--- config.mk ---
export PLATFORM = sky130hd
export DESIGN_NAME = tile_reader_flat
export DESIGN_NICKNAME = d
export VERILOG_FILES = /design/src/rtl/tile_reader_pkg.sv /design/src/rtl/tile_reader_if.sv /design/src/rtl/tile_out_fifo.sv /design/src/rtl/tile_reader.sv /design/src/flat_wrapper.sv
export SDC_FILE = /design/constraint.sdc
export NUM_CORES = 1
export LEC_CHECK = 0
export CAP_MARGIN = 20
export CORE_MARGIN = 4
export CORE_UTILIZATION = 40
export DETAILED_ROUTE_END_ITERATION = 6
export PLACE_DENSITY_LB_ADDON = 0.12
export SLEW_MARGIN = 40
export SYNTH_ARGS = -nofsm -noshare
export SYNTH_HDL_FRONTEND = slang
export SYNTH_SLANG_ARGS = --single-unit
--- constraint.sdc ---
create_clock -name clk -period 7.6 [get_ports clk]
set_input_delay 1.14 -clock clk [delete_from_list [all_inputs] [get_ports clk]]
set_output_delay 1.14 -clock clk [all_outputs]
set_load 0.02 [all_outputs]
--- src/rtl/tile_reader_pkg.sv ---
// Shared types and constants for the tile read path.
package tile_reader_pkg;

    localparam int ADDR_WIDTH = 18;
    localparam int DIM_W      = 10;

    typedef logic [DIM_W-1:0] dim_t;

    typedef enum logic [1:0] {
        ST_IDLE,
        ST_FETCH,
        ST_DRAIN,
        ST_DONE
    } state_e;

endpackage

--- src/rtl/tile_reader_if.sv ---
// Control, BRAM read port and element stream of the tile reader, bundled as one interface.
interface tile_reader_if
    import tile_reader_pkg::*;
#(
    parameter int DATA_WIDTH = 32,
    parameter int ADDR_WIDTH = tile_reader_pkg::ADDR_WIDTH
);

    logic                  start;
    dim_t                  rows;
    dim_t                  cols;
    logic                  busy;
    logic                  done;
    logic                  bram_rd_en;
    logic [ADDR_WIDTH-1:0] bram_addr;
    logic [DATA_WIDTH-1:0] bram_rd_data;
    logic                  out_valid;
    logic                  out_ready;
    logic [DATA_WIDTH-1:0] out_data;
    logic                  out_last;

    modport master (
        input  start, rows, cols, bram_rd_data, out_ready,
        output busy, done, bram_rd_en, bram_addr, out_valid, out_data, out_last
    );

    modport slave (
        output start, rows, cols, bram_rd_data, out_ready,
        input  busy, done, bram_rd_en, bram_addr, out_valid, out_data, out_last
    );

endinterface

--- src/rtl/tile_out_fifo.sv ---
// Two-entry FIFO holding {last, data} elements waiting for the consumer.
module tile_out_fifo #(
    parameter int W = 33
) (
    input  logic         clk,
    input  logic         rst_n,
    input  logic         push_i,
    input  logic [W-1:0] data_i,
    input  logic         pop_i,
    output logic         empty_o,
    output logic [1:0]   count_o,
    output logic [W-1:0] data_o
);

    logic [W-1:0] mem_q [2];
    logic         wr_ptr_q, wr_ptr_d;
    logic         rd_ptr_q, rd_ptr_d;
    logic [1:0]   count_q, count_d;

    always_comb begin
        wr_ptr_d = wr_ptr_q ^ push_i;
        rd_ptr_d = rd_ptr_q ^ pop_i;
        count_d  = count_q + {1'b0, push_i} - {1'b0, pop_i};
    end

    always_ff @(posedge clk or negedge rst_n) begin
        if (!rst_n) begin
            wr_ptr_q <= 1'b0;
            rd_ptr_q <= 1'b0;
            count_q  <= 2'd0;
        end else begin
            wr_ptr_q <= wr_ptr_d;
            rd_ptr_q <= rd_ptr_d;
            count_q  <= count_d;
        end
    end

    // Storage needs no reset: an empty FIFO never exposes it.
    always_ff @(posedge clk) begin
        if (push_i) mem_q[wr_ptr_q] <= data_i;
    end

    assign empty_o = (count_q == 2'd0);
    assign count_o = count_q;
    assign data_o  = mem_q[rd_ptr_q];

endmodule

--- src/rtl/tile_reader.sv ---
// Walks a row-major matrix in BRAM tile by tile and streams each tile, zero-padding edge tiles.
// The in-flight read slot plus a 2-entry FIFO hide the single-cycle BRAM latency.
module tile_reader
    import tile_reader_pkg::*;
#(
    parameter int TILE_SIZE  = 4,
    parameter int MAX_SIZE   = 512,
    parameter int DATA_WIDTH = 32,
    parameter int ADDR_WIDTH = tile_reader_pkg::ADDR_WIDTH
) (
    input logic           clk,
    input logic           rst,
    tile_reader_if.master bus
);

    localparam int TW = (TILE_SIZE > 1) ? $clog2(TILE_SIZE) : 1;
    localparam int CW = DIM_W + 1;
    localparam int EW = DATA_WIDTH + 1;

    state_e          state_q, state_d;
    dim_t            rows_q, rows_d, cols_q, cols_d;
    dim_t            ntr_q, ntr_d, ntc_q, ntc_d;
    dim_t            tr_q, tr_d, tc_q, tc_d;
    logic [TW-1:0]   i_q, i_d, j_q, j_d;
    logic            infl_q, infl_pad_q, infl_last_q;

    logic            legal, accept, issue, pop, room;
    logic            i_last, j_last, final_req, elem_pad, elem_last;
    logic [CW-1:0]   r_full, c_full;
    logic [ADDR_WIDTH-1:0] elem_addr;
    logic [1:0]      occ, occ_after, fifo_count;
    logic            fifo_empty, fifo_push, fifo_pop, out_valid;
    logic [EW-1:0]   fifo_head, arr_entry, out_entry;

    assign legal  = (bus.rows != '0) && (bus.rows <= dim_t'(MAX_SIZE)) &&
                    (bus.cols != '0) && (bus.cols <= dim_t'(MAX_SIZE));
    assign accept = (state_q == ST_IDLE) && bus.start && legal;

    assign r_full    = CW'(tr_q) * CW'(TILE_SIZE) + CW'(i_q);
    assign c_full    = CW'(tc_q) * CW'(TILE_SIZE) + CW'(j_q);
    assign elem_pad  = (r_full >= CW'(rows_q)) || (c_full >= CW'(cols_q));
    assign elem_addr = ADDR_WIDTH'(r_full) * ADDR_WIDTH'(cols_q) + ADDR_WIDTH'(c_full);
    assign i_last    = (i_q == TW'(TILE_SIZE - 1));
    assign j_last    = (j_q == TW'(TILE_SIZE - 1));
    assign elem_last = i_last && j_last;
    assign final_req = elem_last && (tc_q == ntc_q - dim_t'(1)) && (tr_q == ntr_q - dim_t'(1));

    // Occupancy counts buffered entries plus the read in flight; a new request
    // is allowed only if that total, after this cycle's pop, leaves a free slot.
    assign pop       = out_valid && bus.out_ready;
    assign occ       = fifo_count + {1'b0, infl_q};
    assign occ_after = occ - {1'b0, pop};
    assign room      = (occ_after <= 2'd1);
    assign issue     = (state_q == ST_FETCH) && room;

    assign bus.bram_rd_en = issue && !elem_pad;
    assign bus.bram_addr  = bus.bram_rd_en ? elem_addr : '0;

    always_ff @(posedge clk or negedge rst) begin
        if (!rst) state_q <= ST_IDLE;
        else      state_q <= state_d;
    end

    always_comb begin
        state_d = state_q;
        case (state_q)
            ST_IDLE:  if (bus.start) state_d = legal ? ST_FETCH : ST_DONE;
            ST_FETCH: if (issue && final_req) state_d = ST_DRAIN;
            ST_DRAIN: if (occ_after == 2'd0) state_d = ST_DONE;
            ST_DONE:  state_d = ST_IDLE;
            default:  state_d = ST_IDLE;
        endcase
    end

    always_comb begin
        bus.busy = 1'b0;
        bus.done = 1'b0;
        case (state_q)
            ST_FETCH, ST_DRAIN: bus.busy = 1'b1;
            ST_DONE:            bus.done = 1'b1;
            default:            ;
        endcase
    end

    always_comb begin
        rows_d = rows_q;
        cols_d = cols_q;
        ntr_d  = ntr_q;
        ntc_d  = ntc_q;
        tr_d   = tr_q;
        tc_d   = tc_q;
        i_d    = i_q;
        j_d    = j_q;
        if (accept) begin
            rows_d = bus.rows;
            cols_d = bus.cols;
            ntr_d  = dim_t'((CW'(bus.rows) + CW'(TILE_SIZE - 1)) / CW'(TILE_SIZE));
            ntc_d  = dim_t'((CW'(bus.cols) + CW'(TILE_SIZE - 1)) / CW'(TILE_SIZE));
            tr_d   = '0;
            tc_d   = '0;
            i_d    = '0;
            j_d    = '0;
        end else if (issue) begin
            if (!j_last) begin
                j_d = j_q + TW'(1);
            end else begin
                j_d = '0;
                if (!i_last) begin
                    i_d = i_q + TW'(1);
                end else begin
                    i_d = '0;
                    if (tc_q != ntc_q - dim_t'(1)) begin
                        tc_d = tc_q + dim_t'(1);
                    end else begin
                        tc_d = '0;
                        tr_d = tr_q + dim_t'(1);
                    end
                end
            end
        end
    end

    always_ff @(posedge clk or negedge rst) begin
        if (!rst) begin
            rows_q      <= '0;
            cols_q      <= '0;
            ntr_q       <= '0;
            ntc_q       <= '0;
            tr_q        <= '0;
            tc_q        <= '0;
            i_q         <= '0;
            j_q         <= '0;
            infl_q      <= 1'b0;
            infl_pad_q  <= 1'b0;
            infl_last_q <= 1'b0;
        end else begin
            rows_q      <= rows_d;
            cols_q      <= cols_d;
            ntr_q       <= ntr_d;
            ntc_q       <= ntc_d;
            tr_q        <= tr_d;
            tc_q        <= tc_d;
            i_q         <= i_d;
            j_q         <= j_d;
            infl_q      <= issue;
            infl_pad_q  <= issue && elem_pad;
            infl_last_q <= issue && elem_last;
        end
    end

    // Returning element bypasses the FIFO when it is empty and the consumer takes it at once.
    assign arr_entry = {infl_last_q, infl_pad_q ? {DATA_WIDTH{1'b0}} : bus.bram_rd_data};
    assign fifo_push = infl_q && !(fifo_empty && pop);
    assign fifo_pop  = pop && !fifo_empty;

    tile_out_fifo #(
        .W(EW)
    ) u_fifo (
        .clk    (clk),
        .rst_n  (rst),
        .push_i (fifo_push),
        .data_i (arr_entry),
        .pop_i  (fifo_pop),
        .empty_o(fifo_empty),
        .count_o(fifo_count),
        .data_o (fifo_head)
    );

    always_comb begin
        out_valid = !fifo_empty || infl_q;
        out_entry = '0;
        if (!fifo_empty)  out_entry = fifo_head;
        else if (infl_q)  out_entry = arr_entry;
    end

    assign bus.out_valid = out_valid;
    assign bus.out_last  = out_entry[EW-1];
    assign bus.out_data  = out_entry[DATA_WIDTH-1:0];

endmodule

--- src/flat_wrapper.sv ---
// flat-port wrapper written by rule: the top's interface ports become plain ports
module tile_reader_flat import tile_reader_pkg::*;
#(
    parameter int TILE_SIZE  = 4,
    parameter int MAX_SIZE   = 512,
    parameter int DATA_WIDTH = 32,
    parameter int ADDR_WIDTH = tile_reader_pkg::ADDR_WIDTH
)
  (clk, rst, bus_start, bus_rows, bus_cols, bus_bram_rd_data, bus_out_ready, bus_busy, bus_done, bus_bram_rd_en, bus_bram_addr, bus_out_valid, bus_out_data, bus_out_last);
  tile_reader_if #(.DATA_WIDTH(DATA_WIDTH), .ADDR_WIDTH(ADDR_WIDTH)) bus_i ();
  input logic clk;
  input logic rst;
  input wire logic [$bits(bus_i.start)-1:0] bus_start;
  input wire logic [$bits(bus_i.rows)-1:0] bus_rows;
  input wire logic [$bits(bus_i.cols)-1:0] bus_cols;
  input wire logic [$bits(bus_i.bram_rd_data)-1:0] bus_bram_rd_data;
  input wire logic [$bits(bus_i.out_ready)-1:0] bus_out_ready;
  output wire logic [$bits(bus_i.busy)-1:0] bus_busy;
  output wire logic [$bits(bus_i.done)-1:0] bus_done;
  output wire logic [$bits(bus_i.bram_rd_en)-1:0] bus_bram_rd_en;
  output wire logic [$bits(bus_i.bram_addr)-1:0] bus_bram_addr;
  output wire logic [$bits(bus_i.out_valid)-1:0] bus_out_valid;
  output wire logic [$bits(bus_i.out_data)-1:0] bus_out_data;
  output wire logic [$bits(bus_i.out_last)-1:0] bus_out_last;
  assign bus_i.start = bus_start;
  assign bus_i.rows = bus_rows;
  assign bus_i.cols = bus_cols;
  assign bus_i.bram_rd_data = bus_bram_rd_data;
  assign bus_i.out_ready = bus_out_ready;
  assign bus_busy = bus_i.busy;
  assign bus_done = bus_i.done;
  assign bus_bram_rd_en = bus_i.bram_rd_en;
  assign bus_bram_addr = bus_i.bram_addr;
  assign bus_out_valid = bus_i.out_valid;
  assign bus_out_data = bus_i.out_data;
  assign bus_out_last = bus_i.out_last;
  tile_reader #(.TILE_SIZE(TILE_SIZE), .MAX_SIZE(MAX_SIZE), .DATA_WIDTH(DATA_WIDTH), .ADDR_WIDTH(ADDR_WIDTH)) u_core (.clk(clk), .rst(rst), .bus(bus_i));
endmodule
---- Yosys cells after proc, flatten, opt, wreduce, memory -nomap -nowiden ----
Memory sizes are Yosys's and may differ from the RTL's.
Index checks and enable logic that the tools add are counted.
word-level totals
  register bits after elaboration ......... 71
  RAM bits ................................ 66
  bits of input ports ..................... 56
  output and inout port bits .............. 55
  memories kept ........................... 1
operators by class
  $add $sub $neg .......................... 15
  $mul .................................... 1
  magnitude comparators ................... 5
  equal/unequal tests ..................... 12
  multiplexer cells ....................... 30
  bitwise operators ....................... 2
  reductions and logical operators ........ 35
memory list
  name                 depth  bits a word  read ports  clocked after memory_dff  write ports  line                 text
  u_core.u_fifo.mem_q  2      33           1           0                         1            tile_out_fifo.sv:15  logic [W-1:0] mem_q [2];
operators with widths
  kind                                                                 count
  10-bit two-way mux                                                   10
  33-bit two-way mux                                                   2
  32-bit two-way mux                                                   1
  10-bit by 2-bit adder with 11-bit output, second input constant      2
  11-bit by 2-bit adder with 11-bit output                             2
  11-bit by 10-bit greater-or-equal comparator with 1-bit output       2
  2-bit two-way mux                                                    11
  10-bit by 1-bit adder with 10-bit output, second input constant      2
  10-bit == test                                                       2
  10-bit <= comparator, second input constant                          2
  10-bit nonzero test                                                  2
  9-bit by 1-bit subtractor with 10-bit output, second input constant  2
  18-bit by 11-bit adder with 18-bit output                            1
  11-bit by 10-bit multiplier with 18-bit output                       1
  18-bit two-way mux                                                   1
  1-bit logical AND                                                    17
  10-bit != test                                                       1
  2-bit == test, second input constant                                 4
  2-bit case mux with 4 select lines                                   1
  2-bit logical NOT                                                    3
  3-bit AND reduction                                                  2
  2-bit nonzero test                                                   3
  2-bit by 1-bit adder with 2-bit output                               2
  2-bit by 1-bit adder with 2-bit output, second input constant        2
  12 further kinds                                                     22

---- Depth between registers and ports, before layout ----
Gate-level depths: netlist of run 1.
  word-level depth ........................ 10
  gate-level depth with buffers ........... 20

---- Hierarchy ----
Synthesis of run 1 repeated with hierarchy kept, for this count alone.
unflattened totals
  cell total of the unflattened synthesis .. 1199
  area total of the unflattened synthesis .. 11612.4 µm²
by module, submodules not included
  module         instances  cells each  area an instance (µm²)  seq. area each (µm²)
  tile_reader    1          1081        8877.3                  1676.6
  tile_out_fifo  1          118         2735.1                  2082.0

---- Least setup slack after synthesis of run 1 ----
Ideal clock, no wire load.
  kind .................................... register -> output
  start ................................... register u_core.tr_q[3]
  end ..................................... output bus_bram_addr[17]
  arrival ................................. 5.377 ns
  data required time ...................... 6.460 ns
  path slack .............................. 1.083 ns
  stages on the path, launching flop included .. 21
  path buffers ............................ 1
  path through ............................ dfrtp_1 -> clkbuf_1 -> nand2_1 -> fa_1 -> inv_1 -> fa_1 -> inv_1 -> fa_1 -> inv_1 -> fa_1 -> inv_1 -> fa_1 -> inv_1 -> ha_1 -> and3_1 -> a221oi_1 -> o2111ai_1 -> a41oi_1 -> o21ai_0 -> xnor2_1 -> nor2_1
between the ends
  word-level cells in the longest chain between the ends .. 6
  elaborated cells on any way between the ends .. 8
  classes of those cells .................. add/sub: 2; mul: 1; order compare: 1; mux: 1; reduce/logical: 3
RTL lines
  item                                                                                                    line                text
  start: declaration                                                                                      tile_reader.sv:23   dim_t tr_q, tr_d, tc_q, tc_d;
  start signal: assignment                                                                                tile_reader.sv:141  tr_q <= tr_d;
  11-bit by 2-bit adder with 11-bit output *                                                              tile_reader.sv:39   assign r_full = CW'(tr_q) * CW'(TILE_SIZE) + CW'(i_q);
  parallel branches: the longest is 4 deep, another holds 11-bit by 10-bit multiplier with 18-bit output  --
  18-bit two-way mux *                                                                                    tile_reader.sv:57   assign bus.bram_addr = bus.bram_rd_en ? elem_addr : '0;
  end: declaration                                                                                        flat_wrapper.sv:21  output wire logic [$bits(bus_i.bram_addr)-1:0] bus_bram_addr;
Mark *: on every way between the ends.

---- Worst setup path in the final report of run 1 ----
  start ................................... register u_core.tr_q[3]
  end ..................................... output bus_bram_addr[16]
Same word-level chain as after synthesis.

==> impl_metrics.yaml, run 1 <==
floorplan:
  dieArea_um2: 30500
  die_h_um: 175
  coreArea_um2: 27200
  rows: 60
  start_util: 0.409
  die_w_um: 175
  num_io_pins: 111
finish:
  final_area_um2: 13300
  final_cells: 1655
  drive_gt1_frac: 0.0600
  areaGrowthSynthToFinish_pct: 19.6
  final.fill_count: 2654
  seq_area_um2: 3780
  post-route-util: 0.489
  nets: 1487
  multi_input_area_um2: 6610
  diodes: 0
cts:
  clkTransAtPathRegs_ps: 70
  cts_tree: "built"
  postCtsHoldBufs: 0
  cts-root-buf: "clkbuf_16"
  ctsHtreeMaxLevel: 4
  clk_latency_ps: 430
  cts_buffers: 17
  cts.sinks: 137
  cts_buffer_depth: 2
sta:
  max_clock_freq_mhz: 139
  finalCritPeriodShare: 0.948
  finClkSkew_ps: 13.0
  hold_slack_ps: 475
  finalSetupTns_ps: 0
  setup_violations: 0
  rsz0062_at_grt: "no"
  tightest_slew_ps: 717
  worst_slack_ps: 392
  slew_headroom: 0.522
  maxSlewViolCount: 0
  min_period_ps: 7210
  finalHoldViolations: 0
power:
  irDropWorstVdd_v: 0.000438
  power_mw: 5.36
  power_density_nw_per_um2: 403
  power_leakage_nw: 6.04
min_path:
  min_path_type: "reg2reg"
yosys:
  synth_top_family_by_area: "adder cells"
  netlist_area_um2: 11100
  async_flop_share: 0.518
  synth_edf_count: 66
  synth.distinct_cells: 63
  synth_area_leaders: "edfxtp_1 18%, dfrtp_1 16%, fa_1 14%"
  yosysSeqAreaShare: 0.338
  synth_fa_ha_area_frac: 0.235
  synthFlopType: "dfrtp_1"
  ys_warn_count: 0
  synthTopCellsByCount: "153 x inv_1, 127 x nand2_1, 88 x o21ai_0"
  synth_most_common_cell: "inv_1"
  syn_nets: 1395
  synthSimpleGateAreaFrac: 0.185
  synth_xor_area_frac: 0.0553
  synthCells: 1178
  synth_top_area_share: 0.178
  synth_compound_area_frac: 0.0846
  synth_top_cell_by_area: "edfxtp_1"
  ys_ff_latch: 137
  syn_avg_cell_area_um2: 9.44
  muxShareOfSynthArea: 0.0316
flow_run:
  drv_cap: 0
placement:
  gp_congestion: 0.905
  dpl.hpwl_mm: 20.6
  pre_cts_ws_ps: 426
  place_area_um2: 12600
  place_inst: 1623
  io_buffers: 110
grt:
  antenna_found_initial: 0
  grt_max_degree: 72
  grt_first_pass_wirelength_mm: 45.1
  first_global_vias: 8356
  grtUsageTotal: 0.183
  grt_remaining_overflow: 0
setup_path:
  path_max_fanout: 12
  crit_type: "reg2out"
  crit_required_ps: 6460
  crit_top_cell: "fa_1"
  cp-start-kind: "flip-flop"
  worstPathArrival_ps: 6070
  end_kind: "output port"
  path_cells: "buf_4 > nand2_1 > fa_1 > inv_1 > fa_1 > ha_1 > fa_1 > inv_1 > fa_1 > inv_1 > ha_1 > a21o_1 > a221oi_2 > a22oi_1 > a211oi_2 > a21oi_1 > xnor2_1 > nor2_1 > clkdlybuf4s50_1"
  max_stage_delay_ps: 620
  slowest_stage: "clkdlybuf4s50_1"
drt:
  drtIter0Drc: 523
  routed_wirelength_mm: 27.4
  routed_via_density: 5.08
  first_pass_iters: 5
  ant_nets: 0
  vias: 8406
  wl_per_cell_um: 16.5
  drc: 0
run_status:
  status: "finished, final reports clean"
[flip-flops by register name, summed over array words and instances, names as in the netlist, 2 cells and up]
| register | count |
|---|---|
| u_core.u_fifo.mem_q | 66 |
| u_core.cols_q | 10 |
| u_core.rows_q | 10 |
| u_core.tc_q | 10 |
| u_core.tr_q | 10 |
| u_core.ntc_q | 9 |
| u_core.ntr_q | 9 |
| u_core.i_q | 2 |
| u_core.j_q | 2 |
| u_core.state_q | 2 |
| u_core.u_fifo.count_o | 2 |
[repair_timing]
item	4_1_cts	5_1_grt
setup endpoints to repair	1	4
gates resized for setup	1	16
buffers inserted	0	0
[placed cells by master (no fill, tap or decap), drive strengths merged, types with 27 or more instances in the layout]
master and count:
edfxtp 66, clkdlybuf4s50 108, o21ai 88, xor2 30, inv 156, nor2 63, ha 82, nand3 63
a21oi 27, dfrtp 71, nor2b 37, xnor2 35, mux2i 34, fa 79, and2 44, nand2 127
[path summary, 6_finish.rpt]
kind                                          start                         end  slack (ps)  depth (start not counted)
min in group asynchronous                       rst           u_core.state_q[1]         730                          1
max in group asynchronous                       rst            u_core.cols_q[4]        6300                          1
setup reg to reg           u_core.u_fifo.count_o[1]              u_core.tr_q[4]        2930                         15
hold reg to reg                  u_core.infl_last_q  u_core.u_fifo.mem_q[0][32]         470                          0
hold / removal                   u_core.infl_last_q  u_core.u_fifo.mem_q[0][32]         470                          0
setup / recovery                     u_core.tr_q[3]           bus_bram_addr[16]         390                         19
[critical path, delay by kind of cell (launching register included)]
family / cells / cell delay [ps]
adders and majority gates: 6 / 2690
AOI/OAI and AO/OA: 5 / 1190
buffers and inverters: 5 / 1010
DFF: 1 / 420
and+or+nand+nor: 2 / 180
xor gates and xnor gates: 1 / 130
[power by group]
group	internal, mW	switching, mW
logic	1.49	1.92
clock network	0.553	0.336
registers	0.956	0.107
total	3.00	2.37
[logic make-up after synthesis]
logic type	count (synthesis)
compound gates	161
xor+xnor	67
fa+ha+maj	161
buf+inv	209
flops	137
mux	35
simple gates	408
[cell type report]
type	instances	area share
clock buffers	19	0.0326
clock inverters	13	0.0145
inverters	154	0.0438
multi-input cells	832	0.497
flip-flops and latches	137	0.284
well taps	372	0.0350
repair buffers	128	0.0933
[routing by layer]
| metal | vias to the layer above | global-route usage | wire (µm) |
|---|---|---|---|
| li1 | 4095 | - | - |
| met1 | 4122 | 0.263 | 12900 |
| met2 | 167 | 0.292 | 13000 |
| met3 | 22 | 0.0281 | 1160 |
| met4 | 0 | 0.0435 | 286 |
| met5 | - | 0 | 0 |
Note: power is estimated with default switching activity, not from simulation.
==> inputs of run 2 (changes only) <==
Settings changed: CORE_MARGIN 4 to unset.
==> run 2 against run 1 <==
Maximum frequency shrank 1.3%. Total power is essentially flat. Non-clock buffer count rose by 2. Critical path depth down 1. Cell count is 0.12% higher. Global-route usage rose by 1.2 points. Flip-flop and latch count unchanged. Clock skew up 7.7 ps. Register-to-register slack better by 80 ps. Critical endpoint unchanged. Largest power group unchanged.
==> impl_metrics.yaml, run 2 (same netlist as run 1, synthesis figures left out) <==
run_status:
  status: "finished, final reports clean"
grt:
  antenna_found_initial: 0
  grt_first_pass_wirelength_mm: 43.3
  grt_max_degree: 72
  grtUsageTotal: 0.195
  grt_remaining_overflow: 0
  first_global_vias: 8151
sta:
  finalHoldViolations: 0
  finalSetupTns_ps: 0
  slew_headroom: 0.538
  min_period_ps: 7310
  tightest_slew_ps: 694
  finalCritPeriodShare: 0.961
  worst_slack_ps: 294
  finClkSkew_ps: 20.6
  maxSlewViolCount: 0
  max_clock_freq_mhz: 137
  setup_violations: 0
floorplan:
  coreArea_um2: 27100
  num_io_pins: 111
  die_h_um: 169
  rows: 60
  dieArea_um2: 28500
  start_util: 0.410
  die_w_um: 169
finish:
  largest_reg_flops: 66
  layout_common_cells: "153 x inv_1, 127 x nand2_1, 108 x clkdlybuf4s50_1, 88 x o21ai_0, 82 x ha_1"
  final.fill_count: 2598
  layout.cells.most_common: "inv_1"
  drive_gt1_frac: 0.0599
  seq_area_um2: 3770
  nets: 1489
  diodes: 0
  multi_input_area_um2: 6610
  areaGrowthSynthToFinish_pct: 19.5
  top_register: "u_core.u_fifo.mem_q"
  final_area_um2: 13300
power:
  power_leakage_nw: 6.05
  p_int_mw: 2.98
  pwr-share-comb: 0.638
  power_frac_seq: 0.197
  p_sw_frac: 0.443
  power_density_nw_per_um2: 403
  clkPwrFrac: 0.165
  p_sw_mw: 2.37
  irDropWorstVdd_v: 0.000403
cts:
  cts.sinks: 137
  clkTransAtPathRegs_ps: 70
  postCtsHoldBufs: 0
  ctsHtreeMaxLevel: 4
  clk_latency_ps: 420
  cts_buffer_depth: 2
  cts-root-buf: "clkbuf_16"
  cts_tree: "built"
  post-cts-setup-buffer-count: 0
  cts_buffers: 17
drt:
  drc: 0
  wl_per_cell_um: 16.2
  first_pass_iters: 5
  drtIter0Drc: 537
  routed_via_density: 5.06
  ant_nets: 0
  routed_wirelength_mm: 26.8
  vias: 8379
setup_path:
  cp-start-kind: "flip-flop"
  r2r-start: "u_core.u_fifo.count_o[1]"
  slowest_stage: "clkdlybuf4s50_1"
  worstPathArrival_ps: 6170
  path_cells: "nand2_1 > fa_1 > inv_1 > fa_1 > fa_1 > fa_1 > inv_1 > fa_1 > inv_1 > ha_1 > and3_1 > a221oi_2 > a22oi_1 > a211oi_1 > a21oi_1 > xnor2_1 > nor2_1 > clkdlybuf4s50_1"
  end_kind: "output port"
  crit_top_cell: "fa_1"
  timing.reg2reg.setup_slack_ps: 3010
  max_stage_delay_ps: 620
  path_max_fanout: 13
  crit_type: "reg2out"
  r2r-end: "u_core.tr_q[9]"
  crit_required_ps: 6460
  worstRegToRegCells: 15
min_path:
  min_path_type: "reg2reg"
  hold_path_end: "u_core.u_fifo.mem_q[0][32]"
  hold_start: "u_core.infl_last_q"
  min_path_cells: 0
placement:
  gp_congestion: 0.822
  pre_cts_ws_ps: 303
  dpl.hpwl_mm: 19.9
  place_area_um2: 12600
  io_buffers: 110
flow_run:
  drv_cap: 0
run 2: cell types whose count changed in the layout (fill, tap and decap cells not counted), sizes merged:
| cell | before | now |
|---|---|---|
| bufinv | 4 | 3 |
| clkbuf | 19 | 18 |
| clkinvlp | 2 | 1 |
| buf | 19 | 21 |
| inv | 156 | 159 |
run 2: how the worst max path moves through the flow:
stage / start / to / cells after the start
floorplan: u_core.tr_q[3] / bus_bram_addr[17] / 20
global placement: u_core.tr_q[2] / bus_bram_addr[17] / 18
detailed placement: u_core.tr_q[2] / bus_bram_addr[17] / 18
CTS: u_core.cols_q[9] / bus_bram_addr[17] / 18
global route: u_core.tr_q[2] / bus_bram_addr[16] / 18
finish: u_core.tr_q[2] / bus_bram_addr[16] / 18
run 2: cell type report:
cell class / instances / share of cell area
clock buffers: 18 / 0.0323
clock inverters: 14 / 0.0138
inverters: 154 / 0.0435
multi-input cells: 832 / 0.497
flip-flops and latches: 137 / 0.284
well taps: 372 / 0.0350
repair buffers: 130 / 0.0944
run 2: repair_timing:
item	in CTS	in global routing
pin swaps	0	0
resized for setup	4	9
endpoints found under the hold margin	0	0
endpoints found under the setup margin	2	4
run 2: power groups by stage:
stage | logic, mW | registers (mW) | clock network, mW
floorplan | 2.28 | 1.01 | 0
global placement | 3.37 | 1.07 | 0
detailed placement | 3.40 | 1.07 | 0
CTS | 3.42 | 1.06 | 0.905
global route | 3.80 | 1.07 | 0.935
finish | 3.42 | 1.06 | 0.884
run 2: per-layer routing:
metal | routed length, µm | global-route usage | part of all wire
met4 | 278 | 0.0466 | 0.010
met2 | 12900 | 0.324 | 0.48
met5 | 0 | 0 | 0
met1 | 12800 | 0.267 | 0.48
met3 | 865 | 0.0278 | 0.032
run 2: per-stage QoR:
step / hold WS, ps / total power, mW / instances / util
after floorplan: 443 / 3.29 / 1178 / -
after global placement: 452 / 4.44 / 1625 / 0.466
after detailed placement: 472 / 4.47 / 1625 / 0.466
after CTS: 477 / 5.39 / 1657 / 0.489
after global routing: 498 / 5.81 / 1657 / 0.490
final: 475 / 5.36 / 1657 / 0.490
run 2: worst max-delay path, delay by kind of cell (launching register included):
family	cells	cell delay (ps)
flops	1	550
xor+xnor	1	140
compound gates	4	1100
simple gates	3	400
buf+inv	4	760
fa+ha+maj	6	2780
